$ cat config.mk
export PLATFORM = sky130hd
export DESIGN_NAME = alu_element
export DESIGN_NICKNAME = d
export VERILOG_FILES = /design/src/rtl/alu_element.sv
export SDC_FILE = /design/constraint.sdc
export NUM_CORES = 1
export LEC_CHECK = 0
export ABC_CLOCK_PERIOD_IN_PS = 3700
export CORE_AREA = 2 2 39 41
export DETAILED_ROUTE_END_ITERATION = 8
export DIE_AREA = 0 0 41 43
export GPL_TIMING_DRIVEN = 0
export SLEW_MARGIN = 15
export SYNTH_ARGS = -nofsm -noshare
export SYNTH_HDL_FRONTEND = slang
export SYNTH_SLANG_ARGS = --single-unit
$ cat constraint.sdc
create_clock -name clk -period 3.7 [get_ports clk]
set_input_delay 1.11 -clock clk [delete_from_list [all_inputs] [get_ports clk]]
set_output_delay 1.11 -clock clk [all_outputs]
set_load 0.01 [all_outputs]
$ cat src/rtl/alu_element.sv
// rtl/alu_element.sv - registered WIDTH-bit ripple-carry ALU slice with 3-bit op select
module alu_element #(
    parameter int WIDTH = 1
) (
    input  logic             clk,
    input  logic             reset,
    input  logic             x,
    input  logic             y,
    input  logic             w,
    input  logic             ci,
    input  logic [WIDTH-1:0] a,
    input  logic [WIDTH-1:0] b,
    output logic             co,
    output logic [WIDTH-1:0] s
);

    typedef enum logic [2:0] {
        OP_AND  = 3'b000,
        OP_OR   = 3'b001,
        OP_XOR  = 3'b010,
        OP_NOT  = 3'b011,
        OP_ADD  = 3'b100,
        OP_SUB  = 3'b101,
        OP_INC  = 3'b110,
        OP_RSVD = 3'b111
    } op_e;

    op_e              op;
    logic             arith;
    logic [WIDTH-1:0] b_eff;
    logic [WIDTH:0]   carry;
    logic [WIDTH-1:0] s_d;
    logic             co_d;
    logic [WIDTH-1:0] s_q;
    logic             co_q;

    assign op = op_e'({x, y, w});

    // Operand conditioning: SUB is ADD with b inverted; only arithmetic ops see ci.
    always_comb begin
        arith = (op == OP_ADD) || (op == OP_SUB) || (op == OP_INC);
        b_eff = (op == OP_SUB) ? ~b : b;
    end

    // Per-bit cell chain; carry ripples from bit 0 upward and stays 0 for logic ops.
    always_comb begin
        carry    = '0;
        s_d      = '0;
        carry[0] = arith ? ci : 1'b0;
        for (int i = 0; i < WIDTH; i++) begin
            unique case (op)
                OP_AND: s_d[i] = a[i] & b[i];
                OP_OR:  s_d[i] = a[i] | b[i];
                OP_XOR: s_d[i] = a[i] ^ b[i];
                OP_NOT: s_d[i] = ~b[i];
                OP_ADD, OP_SUB: begin
                    s_d[i]       = a[i] ^ b_eff[i] ^ carry[i];
                    carry[i + 1] = (a[i] & b_eff[i]) | (a[i] & carry[i]) | (b_eff[i] & carry[i]);
                end
                OP_INC: begin
                    s_d[i]       = a[i] ^ carry[i];
                    carry[i + 1] = a[i] & carry[i];
                end
                default: s_d[i] = 1'b0;
            endcase
        end
        co_d = carry[WIDTH];
    end

    // Output registers; reset clears the result and drops whatever was in flight.
    always_ff @(posedge clk) begin
        if (reset) begin
            s_q  <= '0;
            co_q <= 1'b0;
        end else begin
            s_q  <= s_d;
            co_q <= co_d;
        end
    end

    assign s  = s_q;
    assign co = co_q;

endmodule

# Yosys cells after proc, flatten, opt, wreduce, memory -nomap -nowiden
# Cells that the tools add are included.
op_classes:
  bitwise_logic: 12
  n_eq_ne: 6
  mux: 4
  reduce_logical: 4
ops:
  columns: ["cell", "n"]
  rows:
  - ["$eq A3 B3 Y1 const B", 3]
  - ["$eq A3 B2 Y1 const B", 2]
  - ["$pmux W1 S6", 1]
  - ["$and A1 B1 Y1", 4]
  - ["$xor A1 B1 Y1", 4]
  - ["$eq A3 B1 Y1 const B", 1]
  - ["$logic_not A3 Y1", 1]
  - ["$or A1 B1 Y1", 3]
  - ["$logic_or A1 B1 Y1", 2]
  - ["$mux W1", 2]
  - ["$pmux W1 S2", 1]
  - ["$reduce_or A2 Y1", 1]
  - ["$not A1 Y1", 1]
totals:
  in_bits: 8
  out_inout_bits: 2
  wordCells: 28
  regBits: 2

# Depth between registers and ports, before layout
# Gate-level depths: netlist of run 1.
logic_depth:
  depth_word: 8
  ltp_mapped: 6
  depth_no_buf: 6

# Worst setup path after synthesis of run 1
# OpenSTA, ideal clock, no wires.
synth_timing:
  path_kind: "in2reg"
  startpoint: "input port y"
  endpoint: "register s_q, in the netlist s"
  cell_stages: 6
  arrival_ns: 2.186
  path_slack_ns: 1.423
  path_cell_list: "nand3b_1 -> xor2_1 -> fa_1 -> nand3b_1 -> o31ai_1 -> a311oi_1"
synth_between:
  elab_chain_cells: 6
  word_cells_on_any_way: 16
  cone_classes: "eq/ne (6); mux (3); bitwise (3); reduce/logical (4)"
synth_lines:
  columns: ["item", "line", "source"]
  rows:
  - ["start: declaration", "8", "input logic y,"]
  - ["$eq A3 B3 Y1 (on tied branches)", "41, 51, 42", null]
  - ["$logic_or A1 B1 Y1 (2 in a row)", "41", "arith = (op == OP_ADD) || (op == OP_SUB) || (op == OP_INC);"]
  - ["$mux W1", "49", "carry[0] = arith ? ci : 1'b0;"]
  - ["$xor A1 B1 Y1 (on tied branches)", "61, 57", null]
  - ["$pmux W1 S6 (*)", "51", "unique case (op)"]
  - ["end signal: assignment", "73", "s_q <= '0;"]
  - ["end signal: assignment", "76", "s_q <= s_d;"]
  - ["end: declaration", "34", "logic [WIDTH-1:0] s_q;"]
# Mark *: on every way between the ends. The rest lies on a longest branch, timed or not.
# A chain may end at the register's enable or synchronous reset.

# Worst setup path after layout of run 1
layout_timing:
  startpoint: "input port x"
  endpoint: "register s_q, in the netlist s"
layout_between:
  elab_chain_cells: 6
  word_cells_on_any_way: 16
  cone_classes: "eq/ne (6); mux (3); bitwise (3); reduce/logical (4)"
layout_lines:
  columns: ["item", "line", "source"]
  rows:
  - ["start: declaration", "7", "input logic x,"]
  - ["$eq A3 B3 Y1 (on tied branches)", "41, 51, 42", null]
  - ["$logic_or A1 B1 Y1 (2 in a row)", "41", null]
  - ["$mux W1", "49", null]
  - ["$xor A1 B1 Y1 (on tied branches)", "61, 57", null]
  - ["$pmux W1 S6 (*)", "51", null]
# Marked as above.

==> impl_metrics.py, run 1 <==
metrics = {
    "clock_tree": {
        "post_cts_resized": 0,
        "cts_tree": "built",
        "ctsHtreeMaxLevel": 1,
        "root_buffer": "clkbuf_4",
        "cts.sinks": 2,
        "cts_setup_buffers": 0,
        "postCtsHoldBufs": 0,
        "numCtsBuffers": 3,
        "clockBufferDepth": 2,
        "cts.clk_slew.worst_paths_ns": 0.03,
    },
    "setup_path": {
        "cp_cell_sequence": "clkdlybuf4s50_1 -> nand3b_1 -> xor2_1 -> fa_1 -> nand3b_1 -> o31ai_1 -> a311oi_1",
        "critical_path_buf_inv_count": 1,
        "cp_top_family": "buffers and inverters",
        "end_kind": "flip-flop",
        "critPathSlowestCell": "clkdlybuf4s50_1",
        "start_kind": "input port",
        "cp_max_fo": 8,
        "required_ns": 3.83,
        "path_common_cell": "nand3b_1",
        "cp_slowest_stage_delay_ns": 0.62,
        "arrival_ns": 2.88,
        "path_class": "input port to flip-flop",
    },
    "floorplan": {
        "core_sq_um": 1380,
        "start_util_pct": 13.2,
        "dieArea_sq_um": 1760,
        "rows": 14,
        "ios": 10,
        "die-width_um": 41,
        "die_h_um": 43,
    },
    "final_layout": {
        "final_cell_mix": "clkdlybuf4s50_1 (9), clkbuf_4 (3), nand3b_1 (2), dfxtp_1 (2)",
        "layout.nets": 43,
        "multi_input_area_sq_um": 139,
        "final_common_cell": "clkdlybuf4s50_1",
        "drive_gt1_share_pct": 18.8,
        "fillers": 159,
        "syn2layout_area_growth_pct": 72.6,
        "seqCellArea_sq_um": 40.0,
        "insertedDiodeCount": 0,
        "stdcell_count": 48,
    },
    "route": {
        "ant_nets": 0,
        "drtIter0Drc": 4,
        "routedWlPerCell_um": 9.15,
        "vias": 199,
        "drtPass1Iterations": 4,
        "drcViolationCount": 0,
        "totalWireLength_um": 439,
        "avgViaCountPerCell": 4.15,
    },
    "worst_hold_path": {
        "min_path_type": "input port to flip-flop",
        "min_to": "s$_SDFF_PP0_",
        "hold_depth": 2,
        "hold_start": "reset",
    },
    "sta": {
        "rsz0062_at_grt": "false",
        "fmax_ghz": 0.364,
        "setup_violations": 0,
        "maxSlewViolCount": 0,
        "fin_ws_ns": 0.955,
        "period_needed_ns": 2.75,
        "worst_pin_slew_ns": 0.266,
        "tns_ns": 0,
        "hold_viol": 0,
        "fin_crit_sh_pct": 74.2,
        "timing.slew.headroom_pct": 82.2,
    },
    "place": {
        "place_inst": 45,
        "pre_cts_slack_ns": 0.720,
        "gp_congestion": 0.683,
        "portBuffers": 9,
        "dp_hpwl_um": 329,
    },
    "synthesis": {
        "netlist_area_sq_um": 183,
        "ys_ff_latch": 2,
        "postSynthAreaPerCell_sq_um": 9.13,
        "syn_nets": 29,
        "yosysWarnings": 0,
        "synth.yosys.seq_area_share_pct": 21.9,
        "synth_cell_types": 18,
        "synthCells": 20,
    },
    "grt": {
        "grt_pass1_vias": 196,
        "grt.total_usage_pct": 7.41,
        "grt_pass1_wl_um": 814,
        "grt.overflow.total": 0,
        "antenna_found_initial": 0,
        "grt_max_degree": 9,
    },
    "run": {
        "cap_viol_max_count": 0,
    },
    "pwr": {
        "p_leak_uw": 0.000110,
        "ir_worst_vdd_mv": 0.0646,
        "power_density_nw_per_um2": 308,
    },
    "status": {
        "status": "completed",
    },
}
-- cells by family (layout without fill, tap and decap cells) --
logic type	after synthesis	count (layout)	share of synthesized area [%]
xor+xnor	1	1	4.80
simple gates	10	10	39.7
fa+ha+maj	2	2	16.4
flops	2	2	21.9
buf+inv	1	13	2.05
compound gates	4	4	15.1
-- state kept, by name, indices dropped and copies added, names as in the netlist --
signal and flops:
co 1, s 1
-- metrics by stage --
| stage | hold slack (ns) | total power (uW) | area [sq um] | util, % |
|---|---|---|---|---|
| after detailed placement | 1.68 | 49.3 | 293 | 21.2 |
| after floorplan | 1.18 | 33.8 | 183 | - |
| final | 1.46 | 97.2 | 315 | 22.8 |
| after global placement | 1.70 | 48.8 | 293 | 21.2 |
| after CTS | 1.45 | 102 | 315 | 22.8 |
| after global routing | 1.48 | 105 | 315 | 22.8 |
-- routing by layer --
metal  part of all wire (%)  track usage, %  wire length, um  vias to the layer above
met5                      0               0                0                        -
met4                      0            10.0                0                        0
met3                    9.8            1.57               43                        0
met2                     46            8.44              201                       10
met1                     44            9.27              193                       88
li1                       -               -                -                      101
-- final cells by class --
cell class	count	area share [%]
clock buffer	3	7.14
inverter	1	1.19
multi-input combinational	17	44.0
sequential	2	12.7
tap	16	6.35
timing repair buffer	9	28.6
-- power by group --
part	leakage, uW	total [uW]	switching [uW]	internal [uW]
clock network	0.0000138	48.3	12.5	35.8
logic	0.0000799	25.5	10.6	14.9
registers	0.0000165	23.5	0.299	23.2
-- how the worst max path moves through the flow --
| stage | end | slack, ns | start | cells past startpoint |
|---|---|---|---|---|
| final | s$_SDFF_PP0_ | 0.95 | x | 7 |
| after global routing | s$_SDFF_PP0_ | 0.79 | x | 7 |
| after CTS | s$_SDFF_PP0_ | 0.96 | y | 7 |
| after detailed placement | s$_SDFF_PP0_ | 0.72 | x | 7 |
| after global placement | s$_SDFF_PP0_ | 0.74 | x | 7 |
| after floorplan | s$_SDFF_PP0_ | 1.42 | y | 6 |
-- cell usage after synthesis (all sizes together) --
master | number | share of area, %
nand2 | 1 | 2.1
o22ai | 1 | 3.4
nand4b | 1 | 4.8
maj3 | 1 | 5.5
o21ai | 1 | 2.7
xor2 | 1 | 4.8
dfxtp | 2 | 22
nor2b | 1 | 4.8
and3b | 1 | 5.5
inv | 1 | 2.1
nor2 | 1 | 3.4
nand3 | 1 | 2.7
nor3b | 1 | 4.1
or4 | 1 | 4.1
fa | 1 | 11
a311oi | 1 | 4.8
nand3b | 2 | 8.2
o31ai | 1 | 4.1
No activity file was read; power rests on OpenSTA's default activity.
==> run 2, diff against run 1 <==
ABC_CLOCK_PERIOD_IN_PS = 2800   (was 3700)
clock period = 2.8 ns   (was 3.7 ns; I/O delays follow)
==> results of run 2 <==
The final DEF is identical to that of run 1. Status: completed.
Main changes from that run: setup slack after placement 0.720 ns -> 0.0904 ns; setup slack after layout 0.955 ns -> 0.325 ns; hold slack 1.46 ns -> 1.19 ns; total power 97.2 uW -> 128 uW; worst IR drop on VDD 0.0646 mV -> 0.0853 mV
==> patch 1, RTL diff (flow settings as in run 2) <==
Add an input register stage for `x`, `y`, `w`, `ci`, `a` and `b`, with the module's reset; this delays them by one clock.
--- a/src/rtl/alu_element.sv
+++ b/src/rtl/alu_element.sv
@@ -25,6 +25,31 @@
         OP_RSVD = 3'b111
     } op_e;
 
+    logic x_q;
+    logic y_q;
+    logic w_q;
+    logic ci_q;
+    logic [WIDTH-1:0] a_q;
+    logic [WIDTH-1:0] b_q;
+
+    always_ff @(posedge clk) begin
+        if (reset) begin
+            x_q  <= '0;
+            y_q  <= '0;
+            w_q  <= '0;
+            ci_q <= '0;
+            a_q  <= '0;
+            b_q  <= '0;
+        end else begin
+            x_q  <= x;
+            y_q  <= y;
+            w_q  <= w;
+            ci_q <= ci;
+            a_q  <= a;
+            b_q  <= b;
+        end
+    end
+
     op_e              op;
     logic             arith;
     logic [WIDTH-1:0] b_eff;
@@ -34,32 +59,32 @@
     logic [WIDTH-1:0] s_q;
     logic             co_q;
 
-    assign op = op_e'({x, y, w});
+    assign op = op_e'({x_q, y_q, w_q});
 
     // Operand conditioning: SUB is ADD with b inverted; only arithmetic ops see ci.
     always_comb begin
         arith = (op == OP_ADD) || (op == OP_SUB) || (op == OP_INC);
-        b_eff = (op == OP_SUB) ? ~b : b;
+        b_eff = (op == OP_SUB) ? ~b_q : b_q;
     end
 
     // Per-bit cell chain; carry ripples from bit 0 upward and stays 0 for logic ops.
     always_comb begin
         carry    = '0;
         s_d      = '0;
-        carry[0] = arith ? ci : 1'b0;
+        carry[0] = arith ? ci_q : 1'b0;
         for (int i = 0; i < WIDTH; i++) begin
             unique case (op)
-                OP_AND: s_d[i] = a[i] & b[i];
-                OP_OR:  s_d[i] = a[i] | b[i];
-                OP_XOR: s_d[i] = a[i] ^ b[i];
-                OP_NOT: s_d[i] = ~b[i];
+                OP_AND: s_d[i] = a_q[i] & b_q[i];
+                OP_OR:  s_d[i] = a_q[i] | b_q[i];
+                OP_XOR: s_d[i] = a_q[i] ^ b_q[i];
+                OP_NOT: s_d[i] = ~b_q[i];
                 OP_ADD, OP_SUB: begin
-                    s_d[i]       = a[i] ^ b_eff[i] ^ carry[i];
-                    carry[i + 1] = (a[i] & b_eff[i]) | (a[i] & carry[i]) | (b_eff[i] & carry[i]);
+                    s_d[i]       = a_q[i] ^ b_eff[i] ^ carry[i];
+                    carry[i + 1] = (a_q[i] & b_eff[i]) | (a_q[i] & carry[i]) | (b_eff[i] & carry[i]);
                 end
                 OP_INC: begin
-                    s_d[i]       = a[i] ^ carry[i];
-                    carry[i + 1] = a[i] & carry[i];
+                    s_d[i]       = a_q[i] ^ carry[i];
+                    carry[i + 1] = a_q[i] & carry[i];
                 end
                 default: s_d[i] = 1'b0;
             endcase
Function: changed (a bounded check fails within 4 cycles, from zero or initial values and one cycle with reset high).
==> patch 1 against run 2 <==
- sequential share of layout area grew 21 points
- wire length grew 30%
- maximum frequency grew 29%
- synthesized cell count grew 60%
- via count grew 35%
- total power grew 90%
- hold slack lost 0.61 ns
- setup slack gained 0.55 ns
- synthesized area grew 86%
- sequential power grew to 4.1 times the old value
- final area grew 50%
- sequential cell count grew 6
- utilization grew 11 points
- non-clock buffer count is the same
- largest cell class unchanged
- largest power group is now registers
- highest routed layer is now met4
==> patch 1: results (changes against run 2) <==
Crit Path Max Fanout - 1 (-7)
Placed cell count - 57 (+27%)
Distinct cells, synth - 19 (+1)
Worst R2R Start - x_q$_SDFF_PP0_
Avg Vias per Cell - 4.483 (+8.1%)
Least-Margin Pin Slew - 0.2865 ns (+0.02060 ns)
First-pass GRT wire length - 1.048 mm (+29%)
Tot GR Track Use - 0.08862 (+0.01447)
DRT iter0 DRCs - 2 (-2)
Mapped Nets - 41 (+41%)
CTS H-tree lvls - 1 (unchanged)
Clock transition at path regs - 0.06 ns (+0.03 ns)
Crit path capture - s
Lkg Pwr - 0.1667 nW (+51%)
Synth area leaders - dfxtp_1 47%, nor2b_1 11%, fa_1 5.9%
DR WL met3 - 47 um (+9.3%)
Clock Skew - 0.004624 ns
Nets - 55 (+28%)
Launch point of the critical path - s$_SDFF_PP0_
Fraction of layout cells with a size suffix above 1 - 0.1364 (-0.05114)
Antenna violations before repair - 0 (unchanged)
Status - finished, final reports clean
CP arrival - 1.08 ns (-1.53 ns)
Post-DP HPWL - 422 um (+28%)
Post-route ant nets - 0 (unchanged)
Wl on met1 - 259 um (+34%)
GP Congestion - 0.5859 (-14%)
Register area share after synthesis - 0.4706 (+0.2514)
Commonest cells post-synth - 8 x dfxtp_1, 6 x nor2b_1, 2 x nand3b_1
Top sig layer - met4
Area post-placement - 450.4 sq um (+54%)
Met2 WL post-DR - 246 um (+22%)
Vias in the first global route - 260 (+33%)
Routed length per instance - 9.483 um (+3.7%)
Vias - 269 (+35%)
Worst path top cell family by delay - buffers and inverters
Max stage delay on crit path - 0.52 ns (-0.10 ns)
Hold WC Path Type - flop to flop
Max IR drop VDD - 0.1968 mV (+130%)
==> patch 1: worst min path at each step <==
stage | slack, ns | cells after the start | startpoint | endpoint
6_report | 0.57 | 1 | y_q$_SDFF_PP0_ | s$_SDFF_PP0_
5_1_grt | 0.65 | 1 | y_q$_SDFF_PP0_ | s$_SDFF_PP0_
4_1_cts | 0.58 | 1 | y_q$_SDFF_PP0_ | s$_SDFF_PP0_
3_5_place_dp | 0.57 | 1 | y_q$_SDFF_PP0_ | s$_SDFF_PP0_
3_3_place_gp | 0.56 | 1 | y_q$_SDFF_PP0_ | s$_SDFF_PP0_
2_1_floorplan | 0.51 | 1 | y_q$_SDFF_PP0_ | s$_SDFF_PP0_
==> patch 1: cell type report <==
| type | count | area [sq um] |
|---|---|---|
| Clock buffer | 3 | 22.52 |
| Fill cell | 145 | 910.9 |
| Inverter | 1 | 3.754 |
| Multi-Input combinational cell | 23 | 176.4 |
| Sequential cell | 8 | 160.2 |
| Tap cell | 16 | 20.02 |
| Timing Repair Buffer | 9 | 90.09 |
==> patch 1: logic make-up after synthesis <==
kind of cell / Yosys count / share of synthesized area
AOI/OAI and AO/OA: 4 / 0.08089
DFF: 8 / 0.4706
buffers and inverters: 1 / 0.01102
xor gates and xnor gates: 1 / 0.02574
and+or+nand+nor: 16 / 0.3235
adders and majority gates: 2 / 0.08824
==> patch 1: routing by layer <==
metal / vias up / GRT usage
li1: 139 / -
met1: 115 / 0.1071
met2: 11 / 0.1250
met3: 4 / 0.04712
met4: 0 / 0.04000
met5: - / 0
==> patch 1: where the power goes <==
| group | internal, mW | switching, mW |
|---|---|---|
| Combinational | 0.0199 | 0.00880 |
| Clock | 0.0491 | 0.0399 |
| Sequential | 0.120 | 0.00691 |
==> patch 1: per-stage QoR <==
| stage | worst slack, ns | total power [mW] |
|---|---|---|
| 2_1_floorplan | 1.266 | 0.1420 |
| 3_3_place_gp | 0.9620 | 0.1579 |
| 3_5_place_dp | 0.9621 | 0.1584 |
| 4_1_cts | 0.8741 | 0.2476 |
| 5_1_grt | 0.8323 | 0.2612 |
| 6_report | 0.8787 | 0.2446 |
==> patch 2, RTL diff (settings of run 2) <==
Without the edit above. Make the reset (`reset`) asynchronous in one clocked block.
--- a/src/rtl/alu_element.sv
+++ b/src/rtl/alu_element.sv
@@ -68,7 +68,7 @@
     end
 
     // Output registers; reset clears the result and drops whatever was in flight.
-    always_ff @(posedge clk) begin
+    always_ff @(posedge clk or posedge reset) begin
         if (reset) begin
             s_q  <= '0;
             co_q <= 1'b0;
Check against the original RTL: differs if reset is asserted again (counterexample within 4 cycles, from zero or initial values and one cycle with reset high); with reset held inactive, the same outputs for 10 cycles.
==> patch 2 against run 2 <==
- synthesized area is 6.8% higher
- die area stayed put
- final area is 4.0% higher
- wire length is 10% lower
- final cell count is 6.3% higher
- count of clock-buffer cells in the layout stayed put
- sequential share of layout area is 2.6 points higher
- synthesized cell count is 15% higher
- clock power is 0.9% lower
- setup slack worse by 0.038 ns
- total power is 4.5% higher
- sequential cell count stayed put
- largest cell class unchanged
- largest power group unchanged
- highest routed layer unchanged
==> patch 2: results (changes against run 2) <==
Status - finished, final reports clean
Fill cells - 153 (-3.8%)
Max IR drop VDD - 0.09887 mV (+16%)
Placed cell count - 48 (+6.7%)
NonClk Buf Share - 0.2748 (-0.01091)
Final instance area - 327.8 sq um (+4.0%)
Nets - 46 (+7.0%)
CTS resizes - 0 (unchanged)
Routed length per instance - 7.745 um (-15%)
Register area - 50.05 sq um (+25%)
Distinct cells, synth - 17 (-1)
Fraction of layout cells with a size suffix above 1 - 0.1429 (-0.04464)
Max stage delay on crit path - 0.55 ns (-0.07 ns)
Commonest cells post-synth - 4 x inv_1, 3 x nor2_1, 2 x dfrtp_1
GP Congestion - 0.7122 (+4.3%)
Mapped Nets - 32 (+10%)
#MultiIn Comb - 17 (unchanged)
DRT iter0 DRCs - 2 (-2)
Avg Cell Area, Syn - 8.486 sq um (-7.1%)
Area post-placement - 305.3 sq um (+4.3%)
Hold_ws - 0.7716 ns (-0.4152 ns)
Multi-input logic area - 130.1 sq um (-6.3%)
Async set-reset flop share out of synthesis - 1.000 (+1.000)
Avg Vias per Cell - 3.824 (-7.8%)
Clock Network Area Fraction - 0.06870 (-0.002726)
Crit path capture - s$_DFF_PP0_
Vias in the first global route - 202 (+3.1%)
Post-route minimum period - 2.513 ns (+0.03793 ns)
Dpl ws - 0.04513 ns (-0.04523 ns)
Hold WC Path Type - input pin to asynchronous set/reset pin
Least-Margin Pin Slew - 0.2021 ns (-0.06384 ns)
Setup bufs post-CTS - 0 (unchanged)
CP arrival - 2.60 ns (about the same)
Register area share after synthesis - 0.2564 (+0.03723)
Fin Setup TNS - 0 ns (unchanged)
Tot GR Track Use - 0.06325 (-0.01090)
Invs w/o clock - 4 (+3)
First-pass GRT wire length - 703 um (-14%)
Largest net degree at the start of global routing - 7 (-2)
Crit Path Max Fanout - 6 (-2)
Lkg Pwr - 0.1338 nW (+21%)
First-pass detailed-route iteration total - 2 (-2)
Launch point of the critical path - w
IO buf count - 9 (unchanged)
Synth area leaders - dfrtp_1 26%, fa_1 10%, inv_1 7.7%
Cell Count, Final, Fillers Out - 51 (+6.3%)
Pint - 0.1015 mW (+4.0%)
==> patch 2: cell count changes after synthesis, moves of 2 or more <==
cell / run 2 / this run
dfxtp_1: 2 / 0
nand3b_1: 2 / 0
dfrtp_1: 0 / 2
nor2_1: 0 / 3
inv_1: 1 / 4
==> patch 2: kinds of logic after synthesis <==
family,count (synthesis),share of synthesized area
AND/OR/NAND/NOR,10,0.3205
adder cells (fa/ha/maj),2,0.1539
AO/OA/AOI/OAI,4,0.1475
buffers and inverters,4,0.07690
flip-flops,2,0.2564
XOR/XNOR,1,0.04488
==> patch 2: power by group through the flow <==
stage,Combinational (mW),Clock [mW],Sequential [mW]
detailed placement,0.0391,0,0.0325
floorplan,0.0162,0,0.0341
global route,0.0434,0.0694,0.0325
CTS,0.0392,0.0692,0.0322
finish,0.0388,0.0632,0.0322
global placement,0.0387,0,0.0325
==> patch 2: metal layers <==
metal / GRT usage / share of wire
met2: 0.08750 / 0.44
met5: 0 / 0
met3: 0.01571 / 0.12
met1: 0.06431 / 0.44
met4: 0.08000 / 0
